<file path="src/rtl/board_reset_sequencer.sv">
// -----------------------------------------------------------------------------
// board_reset_sequencer
//
// Power-up sequencer for the PL side of the board. It holds the si5338
// configurator in reset and then waits for its done/error result. After the
// clock has settled it releases the block design's sys_rst, then waits for DDR3
// calibration before it reports ready. Each phase has a timeout, and failed
// phases are retried until the retry budget runs out.
//
// Optional build macro: RST_SEQ_RECOVER_EN
//   defined   : losing clk_cfg_done or ddr_calib_done in READY takes the retry path
//   undefined : losing either input in READY goes straight to FAIL
//
// Ports
//   i_clk              50 MHz board clock, sole clock
//   i_reset            synchronous, active-high reset
//   i_clk_cfg_done     si5338 configuration complete (level)
//   i_clk_cfg_error    si5338 I2C error (level)
//   i_ddr_calib_done   DDR3 init_calib_complete, already synchronous to i_clk
//   o_clk_cfg_reset    active-high reset to the si5338 configurator
//   o_pl_sys_rst_n     block-design sys_rst, low holds reset
//   o_ready            sequence complete
//   o_fail             retry budget exhausted
//   o_state            current state code
//   o_retry_cnt        retries consumed
// -----------------------------------------------------------------------------
module board_reset_sequencer #(
   parameter int unsigned RST_HOLD      = 16,
   parameter int unsigned CFG_TIMEOUT   = 5000000,
   parameter int unsigned SETTLE_CYCLES = 500000,
   parameter int unsigned CAL_TIMEOUT   = 25000000,
   parameter int unsigned MAX_RETRY     = 3,
   parameter int unsigned TIMER_W       = 32,
   parameter int unsigned RETRY_W       = 4
) (
   input  logic               i_clk,
   input  logic               i_reset,
   input  logic               i_clk_cfg_done,
   input  logic               i_clk_cfg_error,
   input  logic               i_ddr_calib_done,
   output logic               o_clk_cfg_reset,
   output logic               o_pl_sys_rst_n,
   output logic               o_ready,
   output logic               o_fail,
   output logic [2:0]         o_state,
   output logic [RETRY_W-1:0] o_retry_cnt
);

   typedef enum logic [2:0] {
      StReset   = 3'd0,
      StClkCfg  = 3'd1,
      StSettle  = 3'd2,
      StDdrWait = 3'd3,
      StReady   = 3'd4,
      StFail    = 3'd5
   } state_e;

   // A phase expires in the cycle where the timer reads limit-1.
   localparam logic [TIMER_W-1:0] L_RST_LAST = TIMER_W'(RST_HOLD - 1);
   localparam logic [TIMER_W-1:0] L_CFG_LAST = TIMER_W'(CFG_TIMEOUT - 1);
   localparam logic [TIMER_W-1:0] L_SET_LAST = TIMER_W'(SETTLE_CYCLES - 1);
   localparam logic [TIMER_W-1:0] L_CAL_LAST = TIMER_W'(CAL_TIMEOUT - 1);
   localparam logic [RETRY_W-1:0] L_MAX_RETRY = RETRY_W'(MAX_RETRY);

   state_e               r_state;
   logic [TIMER_W-1:0]   r_timer;
   logic [RETRY_W-1:0]   r_retry_cnt;
   logic                 r_clk_cfg_reset;
   logic                 r_pl_sys_rst_n;
   logic                 r_ready;
   logic                 r_fail;

   state_e               w_next;
   logic                 w_retry;
   logic                 w_retry_inc;

   // Next-state selection. Failing phases raise w_retry; the retry budget
   // then decides between another attempt and FAIL.
   always_comb begin
      w_next      = r_state;
      w_retry     = 1'b0;
      w_retry_inc = 1'b0;
      case (r_state)
         StReset: begin
            if (r_timer == L_RST_LAST) w_next = StClkCfg;
         end
         StClkCfg: begin
            // done wins over error and timeout in the same cycle
            if (i_clk_cfg_done) w_next = StSettle;
            else if (i_clk_cfg_error || (r_timer == L_CFG_LAST)) w_retry = 1'b1;
         end
         StSettle: begin
            if (!i_clk_cfg_done) w_retry = 1'b1;
            else if (r_timer == L_SET_LAST) w_next = StDdrWait;
         end
         StDdrWait: begin
            if (i_ddr_calib_done) w_next = StReady;
            else if (r_timer == L_CAL_LAST) w_retry = 1'b1;
         end
         StReady: begin
            if (!i_clk_cfg_done || !i_ddr_calib_done) begin
`ifdef RST_SEQ_RECOVER_EN
               w_retry = 1'b1;
`else
               w_next = StFail;
`endif
            end
         end
         StFail: begin
            w_next = StFail;
         end
         default: begin
            w_next = StReset;
         end
      endcase

      if (w_retry) begin
         if (r_retry_cnt == L_MAX_RETRY) begin
            w_next = StFail;
         end else begin
            w_next      = StReset;
            w_retry_inc = 1'b1;
         end
      end
   end

   // State, timer, retry count and Moore outputs all load on the same edge;
   // the outputs are decoded from the state being entered.
   always_ff @(posedge i_clk) begin
      if (i_reset) begin
         r_state         <= StReset;
         r_timer         <= '0;
         r_retry_cnt     <= '0;
         r_clk_cfg_reset <= 1'b1;
         r_pl_sys_rst_n  <= 1'b0;
         r_ready         <= 1'b0;
         r_fail          <= 1'b0;
      end else begin
         r_state <= w_next;
         if (w_next != r_state) r_timer <= '0;
         else                   r_timer <= r_timer + TIMER_W'(1);
         if (w_retry_inc) r_retry_cnt <= r_retry_cnt + RETRY_W'(1);
         r_clk_cfg_reset <= (w_next == StReset) || (w_next == StFail);
         r_pl_sys_rst_n  <= (w_next == StDdrWait) || (w_next == StReady);
         r_ready         <= (w_next == StReady);
         r_fail          <= (w_next == StFail);
      end
   end

   assign o_state         = r_state;
   assign o_retry_cnt     = r_retry_cnt;
   assign o_clk_cfg_reset = r_clk_cfg_reset;
   assign o_pl_sys_rst_n  = r_pl_sys_rst_n;
   assign o_ready         = r_ready;
   assign o_fail          = r_fail;

endmodule

</file>
<file path="config.mk">
export PLATFORM = sky130hd
export DESIGN_NAME = board_reset_sequencer
export DESIGN_NICKNAME = d
export VERILOG_FILES = /design/src/rtl/board_reset_sequencer.sv
export SDC_FILE = /design/constraint.sdc
export NUM_CORES = 1
export LEC_CHECK = 0
export BUFFER_PORTS_ARGS = -buffer_cell sky130_fd_sc_hd__buf_2
export CAP_MARGIN = 5
export CORE_UTILIZATION = 60
export CTS_CLUSTER_DIAMETER = 40
export CTS_CLUSTER_SIZE = 12
export DETAILED_ROUTE_END_ITERATION = 6
export GPL_ROUTABILITY_DRIVEN = 1
export GPL_TIMING_DRIVEN = 0
export PLACE_DENSITY = 0.91
export SYNTH_ARGS = -nofsm -noshare
export SYNTH_HDL_FRONTEND = slang
export SYNTH_SLANG_ARGS = --single-unit
</file>
<file path="constraint.sdc">
create_clock -name i_clk -period 2.4 [get_ports i_clk]
set_input_delay 0.12 -clock i_clk [delete_from_list [all_inputs] [get_ports i_clk]]
set_output_delay 0.12 -clock i_clk [all_outputs]
set_load 0.03 [all_outputs]
</file>
==> results.md <==
* Final wirelength at 4370 µm
* Syn Area/Cell at 9.50 µm²
* Post-synthesis async set-or-reset flop share at 0%
* Die H at 64.3 µm
* Crit Path Class: reg -> reg
* H-tree level count at 2
* Syn-to-layout area delta at 9.46%
* Status: finished clean
* Fin crit period at 2.04 ns
* Tcrit/Tclk final at 85.0%
* Initial antenna violation count at 0
* EDFF count, synth at 0
* Worst min path class: in -> reg
* Lkg Pwr at 0.959 nW
* DR DRC count at 0
* DP HPWL at 3330 µm
* Die W at 64.3 µm
* Total number of vias at 1801
* Root buffer cell: clkbuf_8
* IO Count at 16
* Post-Syn Area at 2330 µm²
* Total core area at 3690 µm²
* CP Max Fanout at 7
* Register area share after synthesis at 37.0%
* Port Buffers at 15
* Layout cells sized above 1 at 30.2%
* Final WS setup at 0.359 ns
* Ys Warns at 0
* Post-CTS setup buffers at 0
* GRT overflow at 0
* Post-DR vias/cell at 5.70
* Endpoint type of the worst setup path: flip-flop
* Setup TNS at 0 ns
* Clock latency on the worst-skew pair at 0.29 ns
* Final hold vios at 0
* Post-synthesis xor/xnor area fraction at 11.7%
* CP max stage cell: nor4_1
* Initial drt markers at 61
* Peak VDD IR at 265 µV
* Worst r2r src: r_timer[12]$_SDFF_PP0_
* #FFs+latches synth at 43
* First-pass GRT wire length at 7530 µm
* Routed len/inst at 13.8 µm
* Worst setup startpoint: r_timer[12]$_SDFF_PP0_
* FMAX at 490 MHz
* Pre-CTS WS at 0.400 ns
* Cts repair resizes at 0
* Diodes inserted at 0
* Clock Path Buffers at 2
* Syn nets at 252
* Endpoints failing setup at 0
* Post-synth top flop: dfxtp_1
* Synth Area in Adders at 1.07%
* Largest family of logic cells by synthesized area: simple AND/OR/NAND/NOR gates
* CTS buffer count at 5
* PwrDens at 477 nW/µm²
* Hold Path Origin: i_reset
* Drt first pass iters at 4
* Nature of the critical path startpoint: flip-flop
* Worst clock skew at 0.00622 ns
* Slew Limit Fails at 0
* Simple-gate share of the synthesized area at 35.4%
* Distinct cells, synth at 51
* GPL Wtd Cong at 0.883
* Least-Margin Pin Slew at 0.573 ns
* DIE AREA at 4130 µm²
* RSZ-0062 raised after global routing: no
* CP required at 2.59 ns
* Largest net degree at the start of global routing at 14
* Total GRT Usage at 23.5%
* # nets final at 274
* Total of max-cap violations at 0
* Initial core utilization at 63.1%
* Worst-path clk slew at 0.08 ns
* Hold Buf Count CTS at 0
* Mux cell area share after synthesis at 2.26%
* Compound-gate portion of the synthesized area at 7.74%
* Mapped Cells at 245
* Clk sinks at 43
* Vias in the first global route at 1735
* FP Rows at 22
* Crit-path cells: nor4_1 -> nand3_1 -> o22ai_2 -> a31oi_4 -> a21oi_2 -> mux2_2
* CP max stage delay at 0.49 ns
* Worst rel slew slack at 61.5%
* CP arrival at 2.23 ns
* ANT nets after route at 0
* TritonCTS clock tree: built
routing by layer:
metal | wire length (µm) | GRT usage (%) | share of wire [%] | vias up
met1 | 1940 | 27.1 | 44 | 859
li1 | - | - | - | 901
met5 | 0 | 0 | 0 | -
met2 | 2150 | 40.1 | 49 | 29
met3 | 169 | 6.25 | 3.9 | 12
met4 | 106 | 10.6 | 2.4 | 0
final cells by class:
class                      count  area [µm²]
tap                           48        60.1
fill                         294        1140
multi-input combinational    189        1350
clock inverter                 2        12.5
sequential                    43         861
timing repair buffer          15        75.1
clock buffer                   6        72.6
inverter                       5        18.8
buffer                         8        95.1
report_power, final:
part / total (mW) / switching (mW) / internal (mW) / leakage [nW]
Sequential: 0.721 / 0.00413 / 0.717 / 0.347
Combinational: 0.0451 / 0.0266 / 0.0185 / 0.571
Clock: 0.450 / 0.247 / 0.203 / 0.0412
Total: 1.22 / 0.277 / 0.939 / 0.959
through the flow:
step / power [mW] / util (%) / hold WS [ns] / cells / area (µm²)
detailed placement: 0.783 / 66.8 / 0.464 / 308 / 2460
floorplan: 0.772 / - / 0.300 / 245 / 2330
global placement: 0.783 / 66.8 / 0.454 / 308 / 2460
finish: 1.22 / 69.1 / 0.156 / 316 / 2550
CTS: 1.22 / 69.1 / 0.161 / 316 / 2550
global route: 1.26 / 69.1 / 0.167 / 316 / 2550
flip-flops by register name (all words and copies together), names as in the netlist:
register         cells
o_clk_cfg_reset      1
o_fail               1
o_pl_sys_rst_n       1
o_ready              1
o_retry_cnt          4
o_state              3
r_timer             32
placed cells by master (no fill, tap or decap), types with 2 or more instances in the layout:
cell type | synthesis | final
nor2b_1 | 2 | 2
nand2_1 | 15 | 15
nand3_1 | 17 | 17
nor2_2 | 30 | 30
nand2b_1 | 6 | 6
or3_1 | 2 | 2
xnor2_1 | 7 | 7
nor4_1 | 5 | 5
ha_1 | 2 | 2
nor2_1 | 16 | 16
inv_1 | 5 | 5
and4_1 | 2 | 2
xor2_1 | 24 | 24
o21ai_0 | 2 | 2
mux2_2 | 2 | 2
nor3_1 | 3 | 3
buf_8 | 3 | 3
nand3_2 | 2 | 2
clkbuf_8 | 0 | 5
buf_6 | 3 | 3
nand4_1 | 11 | 11
buf_2 | 0 | 15
mux2i_1 | 3 | 3
dfxtp_1 | 43 | 43
nor2_4 | 2 | 2
nand4b_1 | 3 | 3
a21oi_1 | 7 | 7
and3_1 | 3 | 3
Yosys cell counts (all sizes together), types with 3 or more instances:
| cell type | number | area (µm²) |
|---|---|---|
| and3 | 4 | 26.3 |
| inv | 5 | 18.8 |
| nand2 | 15 | 56.3 |
| xor2 | 24 | 210 |
| nand4b | 3 | 26.3 |
| nand2b | 6 | 37.5 |
| nor3 | 5 | 41.3 |
| nand4 | 11 | 68.8 |
| o21ai | 3 | 18.8 |
| xnor2 | 7 | 61.3 |
| and4 | 3 | 28.8 |
| nor2 | 48 | 270 |
| buf | 7 | 86.3 |
| a21oi | 8 | 43.8 |
| nor4 | 7 | 65.1 |
| mux2i | 3 | 30.0 |
| nand3 | 19 | 105 |
| dfxtp | 43 | 861 |
worst paths after layout:
kind | endpoint | slack [ns] | depth (start not counted)
max | o_retry_cnt[0]$_SDFFE_PP0P_ | 0.36 | 6
min | o_retry_cnt[1]$_SDFFE_PP0P_ | 0.16 | 3
max reg2reg | o_retry_cnt[0]$_SDFFE_PP0P_ | 0.36 | 6
min reg2reg | r_timer[0]$_SDFF_PP0_ | 0.48 | 1
cells by family (layout without fill, tap and decap cells):
| family | Yosys count | in the layout |
|---|---|---|
| AO/OA/AOI/OAI | 19 | 19 |
| XOR/XNOR | 31 | 31 |
| adder cells (fa/ha/maj) | 2 | 2 |
| buffers and inverters | 13 | 36 |
| flip-flops | 43 | 43 |
| multiplexers | 5 | 5 |
| AND/OR/NAND/NOR | 132 | 132 |
worst max-delay path, delay by kind of cell (launching register included):
kind / cells / cell delay [ns]
flip-flops: 1 / 0.38
multiplexers: 1 / 0.35
AND/OR/NAND/NOR: 2 / 0.65
AO/OA/AOI/OAI: 3 / 0.57
(Power assumes the default switching activity.)
